**src/rtl/boss_ctrl_if.sv**
```systemverilog
// boss_ctrl_if: bus between the player/combat side (master) and the boss engine (slave).
// Master drives:
//   game state:    game_active, game_start, frame_tick
//   player bus:    player_x, player_aggro, player_valid
//   combat bus:    hit, hit_dmg
//   remote HP:     ext_hp_valid, ext_hp
// Slave drives:
//   boss_x, boss_hp, boss_alive, boss_phase, target_idx
interface boss_ctrl_if #(
    parameter int NUM_PLAYERS = 2,
    parameter int HP_W        = 7
);
    localparam int TW = (NUM_PLAYERS > 1) ? $clog2(NUM_PLAYERS) : 1;
    logic                     game_active;
    logic                     game_start;
    logic                     frame_tick;
    logic [12*NUM_PLAYERS-1:0] player_x;
    logic [4*NUM_PLAYERS-1:0]  player_aggro;
    logic [NUM_PLAYERS-1:0]    player_valid;
    logic [NUM_PLAYERS-1:0]    hit;
    logic [4*NUM_PLAYERS-1:0]  hit_dmg;
    logic                     ext_hp_valid;
    logic [HP_W-1:0]          ext_hp;
    logic [11:0]              boss_x;
    logic [HP_W-1:0]          boss_hp;
    logic                     boss_alive;
    logic [2:0]               boss_phase;
    logic [TW-1:0]            target_idx;
    modport master (
        output game_active, game_start, frame_tick, player_x, player_aggro, player_valid,
               hit, hit_dmg, ext_hp_valid, ext_hp,
        input  boss_x, boss_hp, boss_alive, boss_phase, target_idx
    );
    modport slave (
        input  game_active, game_start, frame_tick, player_x, player_aggro, player_valid,
               hit, hit_dmg, ext_hp_valid, ext_hp,
        output boss_x, boss_hp, boss_alive, boss_phase, target_idx
    );
endinterface

```
**src/rtl/boss_ctrl.sv**
```systemverilog
// boss_ctrl: N-player boss engine -- phase FSM, saturating multi-hit HP with cooldown,
// aggro-weighted targeting and per-phase chase movement.
// Ports:
//   clk_i   system clock
//   rst_ni  asynchronous active-low reset
//   bus     boss_ctrl_if slave: game/player/combat inputs, boss state outputs
module boss_ctrl #(
    parameter int NUM_PLAYERS  = 2,
    parameter int HP_W         = 7,
    parameter int HP_MAX       = 100,
    parameter int ENRAGE_HP    = 40,
    parameter int X_START      = 512,
    parameter int X_MIN        = 64,
    parameter int X_MAX        = 960,
    parameter int SPEED1       = 2,
    parameter int SPEED2       = 4,
    parameter int HIT_COOLDOWN = 8,
    parameter int DYING_FRAMES = 60
) (
    input logic        clk_i,
    input logic        rst_ni,
    boss_ctrl_if.slave bus
);
    localparam int TW = (NUM_PLAYERS > 1) ? $clog2(NUM_PLAYERS) : 1;
    localparam int SW = HP_W + $clog2(NUM_PLAYERS) + 4;
    localparam int CW = $clog2(HIT_COOLDOWN + 1);
    localparam int DW = $clog2(DYING_FRAMES + 1);
    localparam logic [HP_W-1:0]   HPM = HP_W'(HP_MAX);
    localparam logic [HP_W-1:0]   ENR = HP_W'(ENRAGE_HP);
    localparam logic [DW-1:0]     DF1 = DW'(DYING_FRAMES - 1);
    localparam logic signed [13:0] XMN = 14'(X_MIN);
    localparam logic signed [13:0] XMX = 14'(X_MAX);

    typedef enum logic [2:0] {IDLE, CHASE, ENRAGED, DYING, DEAD} state_t;
    state_t state_q, state_d;
    logic [11:0]   x_q, x_d, tx, x_mv;
    logic [HP_W-1:0] hp_q, hp_d;
    logic [CW-1:0] cd_q, cd_d;
    logic [DW-1:0] dc_q, dc_d;
    logic [TW-1:0] tg_q, tg_d, best;
    logic [3:0]    best_ag;
    logic [SW-1:0] sum;
    logic          any_v, alive, dmg;
    logic [2:0]    phase;
    logic signed [13:0] dx, adx, spd, nx;

    always_ff @(posedge clk_i or negedge rst_ni) begin
        if (!rst_ni) state_q <= IDLE;
        else         state_q <= state_d;
    end

    // game_active low overrides every other transition
    always_comb begin
        state_d = state_q;
        case (state_q)
            IDLE:    if (bus.game_start) state_d = CHASE;
            CHASE:   state_d = (hp_q == '0) ? DYING : (hp_q <= ENR) ? ENRAGED : CHASE;
            ENRAGED: if (hp_q == '0) state_d = DYING;
            DYING:   if (bus.frame_tick && dc_q == DF1) state_d = DEAD;
            DEAD:    if (bus.game_start) state_d = CHASE;
            default: state_d = IDLE;
        endcase
        if (!bus.game_active) state_d = IDLE;
    end

    always_comb begin
        alive = (state_q == CHASE) || (state_q == ENRAGED);
        phase = {(state_q == DYING) || (state_q == DEAD), state_q == ENRAGED, state_q == CHASE};
    end

    // strict '>' keeps the lowest index on aggro ties
    always_comb begin
        any_v   = 1'b0;
        best    = '0;
        best_ag = '0;
        tx      = '0;
        sum     = '0;
        for (int i = 0; i < NUM_PLAYERS; i++) begin
            if (bus.player_valid[i] && (!any_v || bus.player_aggro[4*i +: 4] > best_ag)) begin
                any_v   = 1'b1;
                best    = TW'(i);
                best_ag = bus.player_aggro[4*i +: 4];
                tx      = bus.player_x[12*i +: 12];
            end
            if (bus.hit[i]) sum = sum + SW'(bus.hit_dmg[4*i +: 4]);
        end
    end

    always_comb begin
        spd  = (state_q == ENRAGED) ? 14'(SPEED2) : 14'(SPEED1);
        dx   = $signed({2'b00, tx}) - $signed({2'b00, x_q});
        adx  = dx[13] ? -dx : dx;
        nx   = (adx <= spd) ? $signed({2'b00, tx}) :
               dx[13] ? $signed({2'b00, x_q}) - spd : $signed({2'b00, x_q}) + spd;
        x_mv = (nx < XMN) ? 12'(X_MIN) : (nx > XMX) ? 12'(X_MAX) : nx[11:0];
    end

    always_comb begin
        x_d  = x_q;
        hp_d = hp_q;
        cd_d = cd_q;
        dc_d = dc_q;
        tg_d = tg_q;
        dmg  = alive && cd_q == '0 && sum != '0 && !bus.ext_hp_valid;
        if (!bus.game_active || state_q == IDLE) begin
            x_d  = 12'(X_START);
            hp_d = HPM;
            cd_d = '0;
            dc_d = '0;
            tg_d = '0;
        end else if (state_q == DEAD && bus.game_start) begin
            x_d  = 12'(X_START);
            hp_d = HPM;
            cd_d = '0;
            dc_d = '0;
        end else begin
            if (bus.frame_tick && any_v) tg_d = best;
            if (bus.frame_tick && any_v && alive) x_d = x_mv;
            if (bus.frame_tick && state_q == DYING) dc_d = dc_q + 1'b1;
            // remote HP is authoritative and suppresses local damage that cycle
            if (bus.ext_hp_valid) hp_d = (bus.ext_hp > HPM) ? HPM : bus.ext_hp;
            else if (dmg) hp_d = (sum >= SW'(hp_q)) ? '0 : hp_q - sum[HP_W-1:0];
            if (dmg) cd_d = CW'(HIT_COOLDOWN);
            else if (bus.frame_tick && cd_q != '0) cd_d = cd_q - 1'b1;
        end
    end

    always_ff @(posedge clk_i or negedge rst_ni) begin
        if (!rst_ni) begin
            x_q  <= 12'(X_START);
            hp_q <= HPM;
            cd_q <= '0;
            dc_q <= '0;
            tg_q <= '0;
        end else begin
            x_q  <= x_d;
            hp_q <= hp_d;
            cd_q <= cd_d;
            dc_q <= dc_d;
            tg_q <= tg_d;
        end
    end

    assign bus.boss_x     = x_q;
    assign bus.boss_hp    = hp_q;
    assign bus.boss_alive = alive;
    assign bus.boss_phase = phase;
    assign bus.target_idx = tg_q;
endmodule
```
**src/flat_wrapper.sv**
```systemverilog
// flat-port wrapper written by rule: the top's interface ports become plain ports
module boss_ctrl_flat 
#(
    parameter int NUM_PLAYERS  = 2,
    parameter int HP_W         = 7,
    parameter int HP_MAX       = 100,
    parameter int ENRAGE_HP    = 40,
    parameter int X_START      = 512,
    parameter int X_MIN        = 64,
    parameter int X_MAX        = 960,
    parameter int SPEED1       = 2,
    parameter int SPEED2       = 4,
    parameter int HIT_COOLDOWN = 8,
    parameter int DYING_FRAMES = 60
)
  (clk_i, rst_ni, bus_game_active, bus_game_start, bus_frame_tick, bus_player_x, bus_player_aggro, bus_player_valid, bus_hit, bus_hit_dmg, bus_ext_hp_valid, bus_ext_hp, bus_boss_x, bus_boss_hp, bus_boss_alive, bus_boss_phase, bus_target_idx);
  boss_ctrl_if #(.NUM_PLAYERS(NUM_PLAYERS), .HP_W(HP_W)) bus_i ();
  input logic clk_i;
  input logic rst_ni;
  input wire logic [$bits(bus_i.game_active)-1:0] bus_game_active;
  input wire logic [$bits(bus_i.game_start)-1:0] bus_game_start;
  input wire logic [$bits(bus_i.frame_tick)-1:0] bus_frame_tick;
  input wire logic [$bits(bus_i.player_x)-1:0] bus_player_x;
  input wire logic [$bits(bus_i.player_aggro)-1:0] bus_player_aggro;
  input wire logic [$bits(bus_i.player_valid)-1:0] bus_player_valid;
  input wire logic [$bits(bus_i.hit)-1:0] bus_hit;
  input wire logic [$bits(bus_i.hit_dmg)-1:0] bus_hit_dmg;
  input wire logic [$bits(bus_i.ext_hp_valid)-1:0] bus_ext_hp_valid;
  input wire logic [$bits(bus_i.ext_hp)-1:0] bus_ext_hp;
  output wire logic [$bits(bus_i.boss_x)-1:0] bus_boss_x;
  output wire logic [$bits(bus_i.boss_hp)-1:0] bus_boss_hp;
  output wire logic [$bits(bus_i.boss_alive)-1:0] bus_boss_alive;
  output wire logic [$bits(bus_i.boss_phase)-1:0] bus_boss_phase;
  output wire logic [$bits(bus_i.target_idx)-1:0] bus_target_idx;
  assign bus_i.game_active = bus_game_active;
  assign bus_i.game_start = bus_game_start;
  assign bus_i.frame_tick = bus_frame_tick;
  assign bus_i.player_x = bus_player_x;
  assign bus_i.player_aggro = bus_player_aggro;
  assign bus_i.player_valid = bus_player_valid;
  assign bus_i.hit = bus_hit;
  assign bus_i.hit_dmg = bus_hit_dmg;
  assign bus_i.ext_hp_valid = bus_ext_hp_valid;
  assign bus_i.ext_hp = bus_ext_hp;
  assign bus_boss_x = bus_i.boss_x;
  assign bus_boss_hp = bus_i.boss_hp;
  assign bus_boss_alive = bus_i.boss_alive;
  assign bus_boss_phase = bus_i.boss_phase;
  assign bus_target_idx = bus_i.target_idx;
  boss_ctrl #(.NUM_PLAYERS(NUM_PLAYERS), .HP_W(HP_W), .HP_MAX(HP_MAX), .ENRAGE_HP(ENRAGE_HP), .X_START(X_START), .X_MIN(X_MIN), .X_MAX(X_MAX), .SPEED1(SPEED1), .SPEED2(SPEED2), .HIT_COOLDOWN(HIT_COOLDOWN), .DYING_FRAMES(DYING_FRAMES)) u_core (.clk_i(clk_i), .rst_ni(rst_ni), .bus(bus_i));
endmodule
```
**config.mk**
```make
export PLATFORM = sky130hd
export DESIGN_NAME = boss_ctrl_flat
export DESIGN_NICKNAME = d
export VERILOG_FILES = /design/src/rtl/boss_ctrl_if.sv /design/src/rtl/boss_ctrl.sv /design/src/flat_wrapper.sv
export SDC_FILE = /design/constraint.sdc
export NUM_CORES = 1
export LEC_CHECK = 0
export CAP_MARGIN = 30
export CORE_ASPECT_RATIO = 1.25
export CORE_MARGIN = 1.5
export CORE_UTILIZATION = 58
export DETAILED_ROUTE_END_ITERATION = 6
export PLACE_DENSITY = 0.93
export SYNTH_ARGS = -nofsm -noshare
export SYNTH_HDL_FRONTEND = slang
export SYNTH_SLANG_ARGS = --single-unit
```
**constraint.sdc**
```tcl
create_clock -name clk_i -period 11.2 [get_ports clk_i]
set_clock_uncertainty 0.1 [all_clocks]
set_input_delay 2.24 -clock clk_i [delete_from_list [all_inputs] [get_ports clk_i]]
set_output_delay 2.24 -clock clk_i [all_outputs]
set_load 0.03 [all_outputs]
```
==> metrics.txt, run 1 <==
Slew headroom 37.3%; ys async rst share 100%; Final period util 83.0%; Initial Utilization 59.3%; DP Area 0.00516 mm^2; Pleak 2.23 nW; Clock Path Buffers 2; post-synthesis sequential area ratio 19.2%; Final setup viols 0; xor and xnor area share after synthesis 4.85%; CP arrival 9.35 ns; average instance area after synthesis 7.31 um^2; run status completed; final instance area 0.00525 mm^2; clock tree from TritonCTS done; Post-CTS Setup Bufs 0; mux cell area share after synthesis 3.67%; via count 4738; final WL 12800 um; kind of critical path input pin to register; Min Clock Period, post-route 9.29 ns; WHS 0.443 ns; Max Clock Freq 0.108 GHz; cts bufs inserted 5; crit end category register; via-per-instance ratio 6.33; Post-CTS Resized 0; fraction of final layout cells sized beyond drive strength 1 4.72%; Worst path top cell family by delay compound AO/OA/AOI/OAI gates; H-tree depth 2; top_reg_cell synth dfrtp_1; CTS Hold Bufs 0; pwr dens 107 mW/mm^2; maxcap violations 0; Die Span Y 99.7 um; crit path cell chain clkdlybuf4s50_1, nand2_1, ha_1, nor2b_1, o21a_1, o21a_1, o311a_1, o21ai_0, ha_1, a21oi_1, o2bb2ai_1, or3_1, o21ai_2, nor2_1, a21oi_1, ha_1, inv_1, a21oi_1, a31oi_1, a21oi_1, or4b_1, mux2_4, nand2_2, o221ai_1; # fillers 586; # IOs 81; DRC Markers 0; diode count 0; wire length per cell 17.2 um; Chip Width 80.3 um; vias in the first global route 4523; initial antenna violation count 0; Row Count 35; Syn. warnings 0; met1 GRT Util 36.4%; Peak VDD IR 0.0950 mV; GPL Wtd Cong 0.974; grt met3 use 4.59%; crit path max fanout 30; total congestion overflow 0; max incr delay on CP 0.89 ns; Clock Root Buffer clkbuf_8; M2 GR Usage 57.6%; core footprint 0.00731 mm^2; setup tns final 0 ns; Reg clk slew, reported paths 0.07 ns; reg2reg path depth 17; syn_nets 695; hpwl dp 10400 um; FF-to-FF setup slack 6.00 ns; CP Launch Point bus_player_valid[0]; first drt pass iteration count 5; Clk Latency, worst-skew pair 0.29 ns; crit path launch type input pin; Slew @ Worst Pin 0.933 ns; GRT Max-Usage Layer met2; global-route wire length before repair 20900 um; post-synthesis adder-cell area fraction 13.9%; worst path bufs/invs 2; end point of the critical path u_core.bus.boss_x[4]$_DFFE_PN0P_; CP Data Required Time 11.26 ns; Seq cells post-synth 33; main combinational cell family by area after synthesis simple AND/OR/NAND/NOR gates; fin util 71.8%; Final #Nets 758; area fraction in and, or, nand and nor cells after synthesis 29.3%; R2R Path End u_core.bus.boss_x[4]$_DFFE_PN0P_; Fin. Hold Viols 0; most frequent cell on the critical path a21oi_1; unrepaired setup endpoints after global routing false; Synth Area in Compound Gates 23.6%; number of synthesized flops with an enable pin 0; Crit-path slowest cell clkdlybuf4s50_1; Port Buf Inserts 80; Critical Path Stages 24; Cell variety after synth 68; largest net degree at the start of global routing 34; clock sinks 33; Synth Instances 593; area delta synth->final 21.1%; Mapped Area 0.00433 mm^2; HP Class register to register; die area 0.00800 mm^2; post-route ant nets 0; GRT Util Overall 32.7%; DRT iter0 DRCs 356; R2R Path Start u_core.bus.boss_x[7]$_DFFE_PN0P_; final slew viol count 0
[worst min-delay path by stage]
stage                                                 start                                 to  slack [ns]  cells past startpoint
after floorplan                  u_core.cd_q[1]$_DFFE_PN0P_         u_core.cd_q[1]$_DFFE_PN0P_        0.40                      2
after global placement    u_core.bus.boss_hp[6]$_DFFE_PN1P_  u_core.bus.boss_hp[6]$_DFFE_PN1P_        0.42                      2
after detailed placement  u_core.bus.target_idx$_DFFE_PN0P_  u_core.bus.target_idx$_DFFE_PN0P_        0.43                      2
after CTS                 u_core.bus.target_idx$_DFFE_PN0P_  u_core.bus.target_idx$_DFFE_PN0P_        0.44                      2
after global routing      u_core.bus.target_idx$_DFFE_PN0P_  u_core.bus.target_idx$_DFFE_PN0P_        0.48                      2
final                     u_core.bus.target_idx$_DFFE_PN0P_  u_core.bus.target_idx$_DFFE_PN0P_        0.44                      2
[state kept, by name, summed over array words and instances, names as in the netlist]
register               flops
u_core.bus.boss_x         12
u_core.bus.boss_hp         7
u_core.dc_q                6
u_core.cd_q                4
u_core.state_q             3
u_core.bus.target_idx      1
[where the power goes]
part,switching [mW],internal (mW)
clock,0.0452,0.0429
sequential,0.0121,0.127
combinational,0.195,0.141
[cell type report]
class	count	area, um^2	share of cell area (%)
repair buffers	82	816	15.5
well taps	92	115	2.19
flip-flops and latches	33	831	15.8
clock inverters	3	17.5	0.334
clock buffers	5	68.8	1.31
inverters	37	139	2.65
multi-input cells	497	3260	62.1
[routing by layer]
layer | up-vias | share of wire, %
met4 | 0 | 6.0
met2 | 192 | 52
met1 | 2215 | 37
li1 | 2268 | -
met3 | 63 | 4.5
met5 | - | 0
[logic make-up (layout without fill, tap and decap cells)]
logic type / after synthesis / count (layout)
simple gates: 254 / 254
compound gates: 159 / 159
buf+inv: 63 / 127
mux: 15 / 15
xor+xnor: 24 / 24
flops: 33 / 33
fa+ha+maj: 45 / 45
[placed cells by master (no fill, tap or decap), types with 15 or more instances in the layout]
| master | count |
|---|---|
| a21oi_1 | 42 |
| clkdlybuf4s50_1 | 80 |
| dfrtp_1 | 29 |
| ha_1 | 40 |
| inv_1 | 37 |
| nand2_1 | 75 |
| nand3_1 | 22 |
| nor2_1 | 55 |
| nor2b_1 | 17 |
| nor3_1 | 16 |
| o21ai_0 | 40 |
| xnor2_1 | 15 |
[synth_stat cells, types with 5 or more instances]
| library cell | instances | area (um^2) |
|---|---|---|
| a21oi_1 | 42 | 210 |
| nor3_1 | 16 | 80.1 |
| nand3_1 | 22 | 110 |
| mux2i_1 | 11 | 110 |
| nor2b_1 | 17 | 106 |
| clkbuf_1 | 22 | 82.6 |
| nand2b_1 | 11 | 68.8 |
| nand4_1 | 7 | 43.8 |
| and2_1 | 9 | 56.3 |
| o21ai_1 | 8 | 40.0 |
| o21a_1 | 6 | 45.0 |
| a211oi_1 | 6 | 45.0 |
| o21ai_0 | 40 | 200 |
| nand2_1 | 75 | 282 |
| or2_2 | 6 | 37.5 |
| xnor2_1 | 15 | 131 |
| nor4_1 | 6 | 37.5 |
| inv_1 | 37 | 139 |
| nor2_1 | 55 | 206 |
| ha_1 | 40 | 500 |
| a31oi_1 | 7 | 43.8 |
| a21o_1 | 6 | 45.0 |
| xor2_1 | 9 | 78.8 |
| dfrtp_1 | 29 | 726 |
| o221ai_1 | 6 | 52.6 |
| fa_1 | 5 | 100 |
| or3_1 | 7 | 43.8 |
[worst reg2reg max path, stage by stage, from the launching register on]
cell and delay (ns):
dfrtp_1 0.59, inv_1 0.16, ha_1 0.43, a21oi_1 0.28, o2bb2ai_1 0.16, or3_1 0.38
o21ai_2 0.62, nor2_1 0.11, a21oi_1 0.18, ha_1 0.17, inv_1 0.04, a21oi_1 0.12
a31oi_1 0.06, a21oi_1 0.12, or4b_1 0.81, mux2_4 0.45, nand2_2 0.14, o221ai_1 0.15
[through the flow]
stage	power (mW)	std cells	setup slack, ns
final	0.563	749	1.91
after global routing	0.604	749	1.43
after CTS	0.559	749	2.01
after detailed placement	0.468	741	1.71
after global placement	0.460	741	2.03
after floorplan	0.372	593	2.63
Note: power is estimated with default switching activity, not from simulation.
==> run 2, diff against run 1 <==
- CORE_UTILIZATION: 58 -> 54
- PLACE_DENSITY: 0.93 -> 0.88
- clock period: 11.2 -> 9.1 ns (I/O delays scaled with it)
==> run 2 against run 1 <==
  * Total power increased by 26%
  * Sequential share of layout area is 0.13 points lower
  * Global-route usage is 2.5 points lower
  * Sequential power up 24%
  * Combinational power up 25%
  * Critical path depth increased by 3
==> metrics.txt, run 2 (synthesis results as in run 1) <==
GRT Util Overall 30.2% (-2.5 points); unrepaired setup endpoints after global routing false; HP Class register to register; commonest non-fill, non-tap cells in the layout 80 x clkdlybuf4s50_1, 75 x nand2_1, 55 x nor2_1, 42 x a21oi_1; metal3 WL 660 um (+14%); # fillers 644 (+9.9%); first drt pass iteration count 5 (unchanged); largest net degree at the start of global routing 34 (unchanged); hpwl dp 10700 um (+2.5%); max incr delay on CP 0.80 ns (-0.09 ns); vias in the first global route 4552 (+0.64%); total congestion overflow 0 (unchanged); Post-Route M1 WL 4950 um (+3.0%); Chip Width 83.1 um (+3.5%); post-route ant nets 0 (unchanged); core footprint 0.00779 mm^2 (+6.6%); area of the multi-input gates 0.00326 mm^2 (unchanged); setup tns final 0 ns (unchanged); Min Clock Period, post-route 8.26 ns; H-tree depth 2 (unchanged); via-per-instance ratio 6.25 (-1.2%); Slew @ Worst Pin 0.918 ns (-0.0150 ns); DRC Markers 0 (unchanged); run status completed; # IOs 81 (unchanged); Fin. Hold Viols 0 (unchanged); crit path max fanout 28 (-6.7%); Max Clock Freq 0.121 GHz; Clock Root Buffer clkbuf_8; highest metal used met4; Reg area 831 um^2 (unchanged); cts bufs inserted 5 (unchanged); initial antenna violation count 0 (unchanged); maxcap violations 0 (unchanged); Peak VDD IR 0.134 mV (+41%); pwr dens 134 mW/mm^2 (+25%); final slew viol count 0 (unchanged); die area 0.00858 mm^2 (+7.1%); most common cell after layout, fill and taps aside clkdlybuf4s50_1; kind of critical path input pin to register; Post-CTS Resized 0 (unchanged); final WL 13200 um (+3.1%); Post-CTS Setup Bufs 0 (unchanged); Final #Nets 762 (+0.53%); CP arrival 8.32 ns (-1.03 ns); Clock Path Buffers 2 (unchanged); Crit-path slowest cell or4b_1; Initial Utilization 55.6% (-3.6 points); Pleak 2.26 nW (+1.2%); worst path bufs/invs 3 (+1); Reg clk slew, reported paths 0.07 ns (about the same); fin util 67.9% (-3.9 points); clock tree from TritonCTS done; FF-to-FF setup slack 3.93 ns (-2.07 ns); fraction of final layout cells sized beyond drive strength 1 5.30% (+0.58 points); max FFs per register 12 (unchanged); Clk Latency, worst-skew pair 0.29 ns (about the same); Tot Pwr 0.711 mW (+26%); wire length per cell 17.5 um (+2.1%); GPL Wtd Cong 1.00 (+3.1%); Slew headroom 38.3% (+1.0 points); CP Data Required Time 9.16 ns (-2.10 ns); crit path launch type input pin; DR WL met2 7000 um (+4.7%); Final period util 90.8%; Die Span Y 103 um (+3.5%); area delta synth->final 22.1%; diode count 0 (unchanged); Final setup viols 0 (unchanged); clock sinks 33 (unchanged); crit end category register; DRT iter0 DRCs 371 (+4.2%); WHS 0.446 ns (+0.00270 ns); Port Buf Inserts 80 (unchanged); Row Count 36 (+2.9%); CTS Hold Bufs 0 (unchanged); via count 4727 (-0.23%); global-route wire length before repair 20900 um (about the same); Worst path top cell family by delay compound AO/OA/AOI/OAI gates
run 2: changes by cell type in the layout (fill, tap and decap cells not counted), sizes merged:
cell,previous run,this run
clkbuf,5,6
buf,2,6
clkinvlp,1,0
run 2: where the power goes:
group          internal (mW)  total, mW  switching [mW]
clock                 0.0613      0.119          0.0575
sequential             0.156      0.172          0.0156
combinational          0.176      0.421           0.245
total                  0.393      0.711           0.318
run 2: final timing paths:
| path | start | to | depth (start not counted) |
|---|---|---|---|
| worst max-delay path | bus_player_valid[0] | u_core.bus.boss_x[3]$_DFFE_PN0P_ | 27 |
| worst min register to register | u_core.bus.target_idx$_DFFE_PN0P_ | u_core.bus.target_idx$_DFFE_PN0P_ | 2 |
| max in group asynchronous | rst_ni | u_core.bus.boss_x[9]$_DFFE_PN1P_ | 2 |
| worst max register to register | u_core.bus.boss_x[7]$_DFFE_PN0P_ | u_core.bus.boss_x[3]$_DFFE_PN0P_ | 16 |
| min in group asynchronous | rst_ni | u_core.bus.boss_hp[0]$_DFFE_PN0P_ | 2 |
| worst min-delay path | u_core.bus.target_idx$_DFFE_PN0P_ | u_core.bus.target_idx$_DFFE_PN0P_ | 2 |
run 2: layout make-up:
class	count	area share [%]
sequential	33	15.7
tap	95	2.25
timing repair buffer	86	16.0
inverter	37	2.62
clock buffer	6	1.56
clock inverter	2	0.260
multi-input combinational	497	61.6
run 2: metal layers:
metal | up-vias | track usage (%)
met3 | 49 | 3.92
met5 | - | 0
met1 | 2206 | 32.4
met4 | 0 | 16.5
li1 | 2260 | -
met2 | 212 | 58.0
run 2: worst min-delay path, cell delays in order (launching register included):
cell	delay, ns
dfrtp_1	0.36
mux2i_1	0.08
nor2_1	0.08
run 2: through the flow:
step / cells / setup WS [ns] / instance area [um^2]
finish: 756 / 0.841 / 5290
global route: 756 / 0.563 / 5290
CTS: 756 / 0.941 / 5290
detailed placement: 748 / 0.663 / 5200
global placement: 748 / 0.845 / 5200
floorplan: 593 / 0.953 / 4330
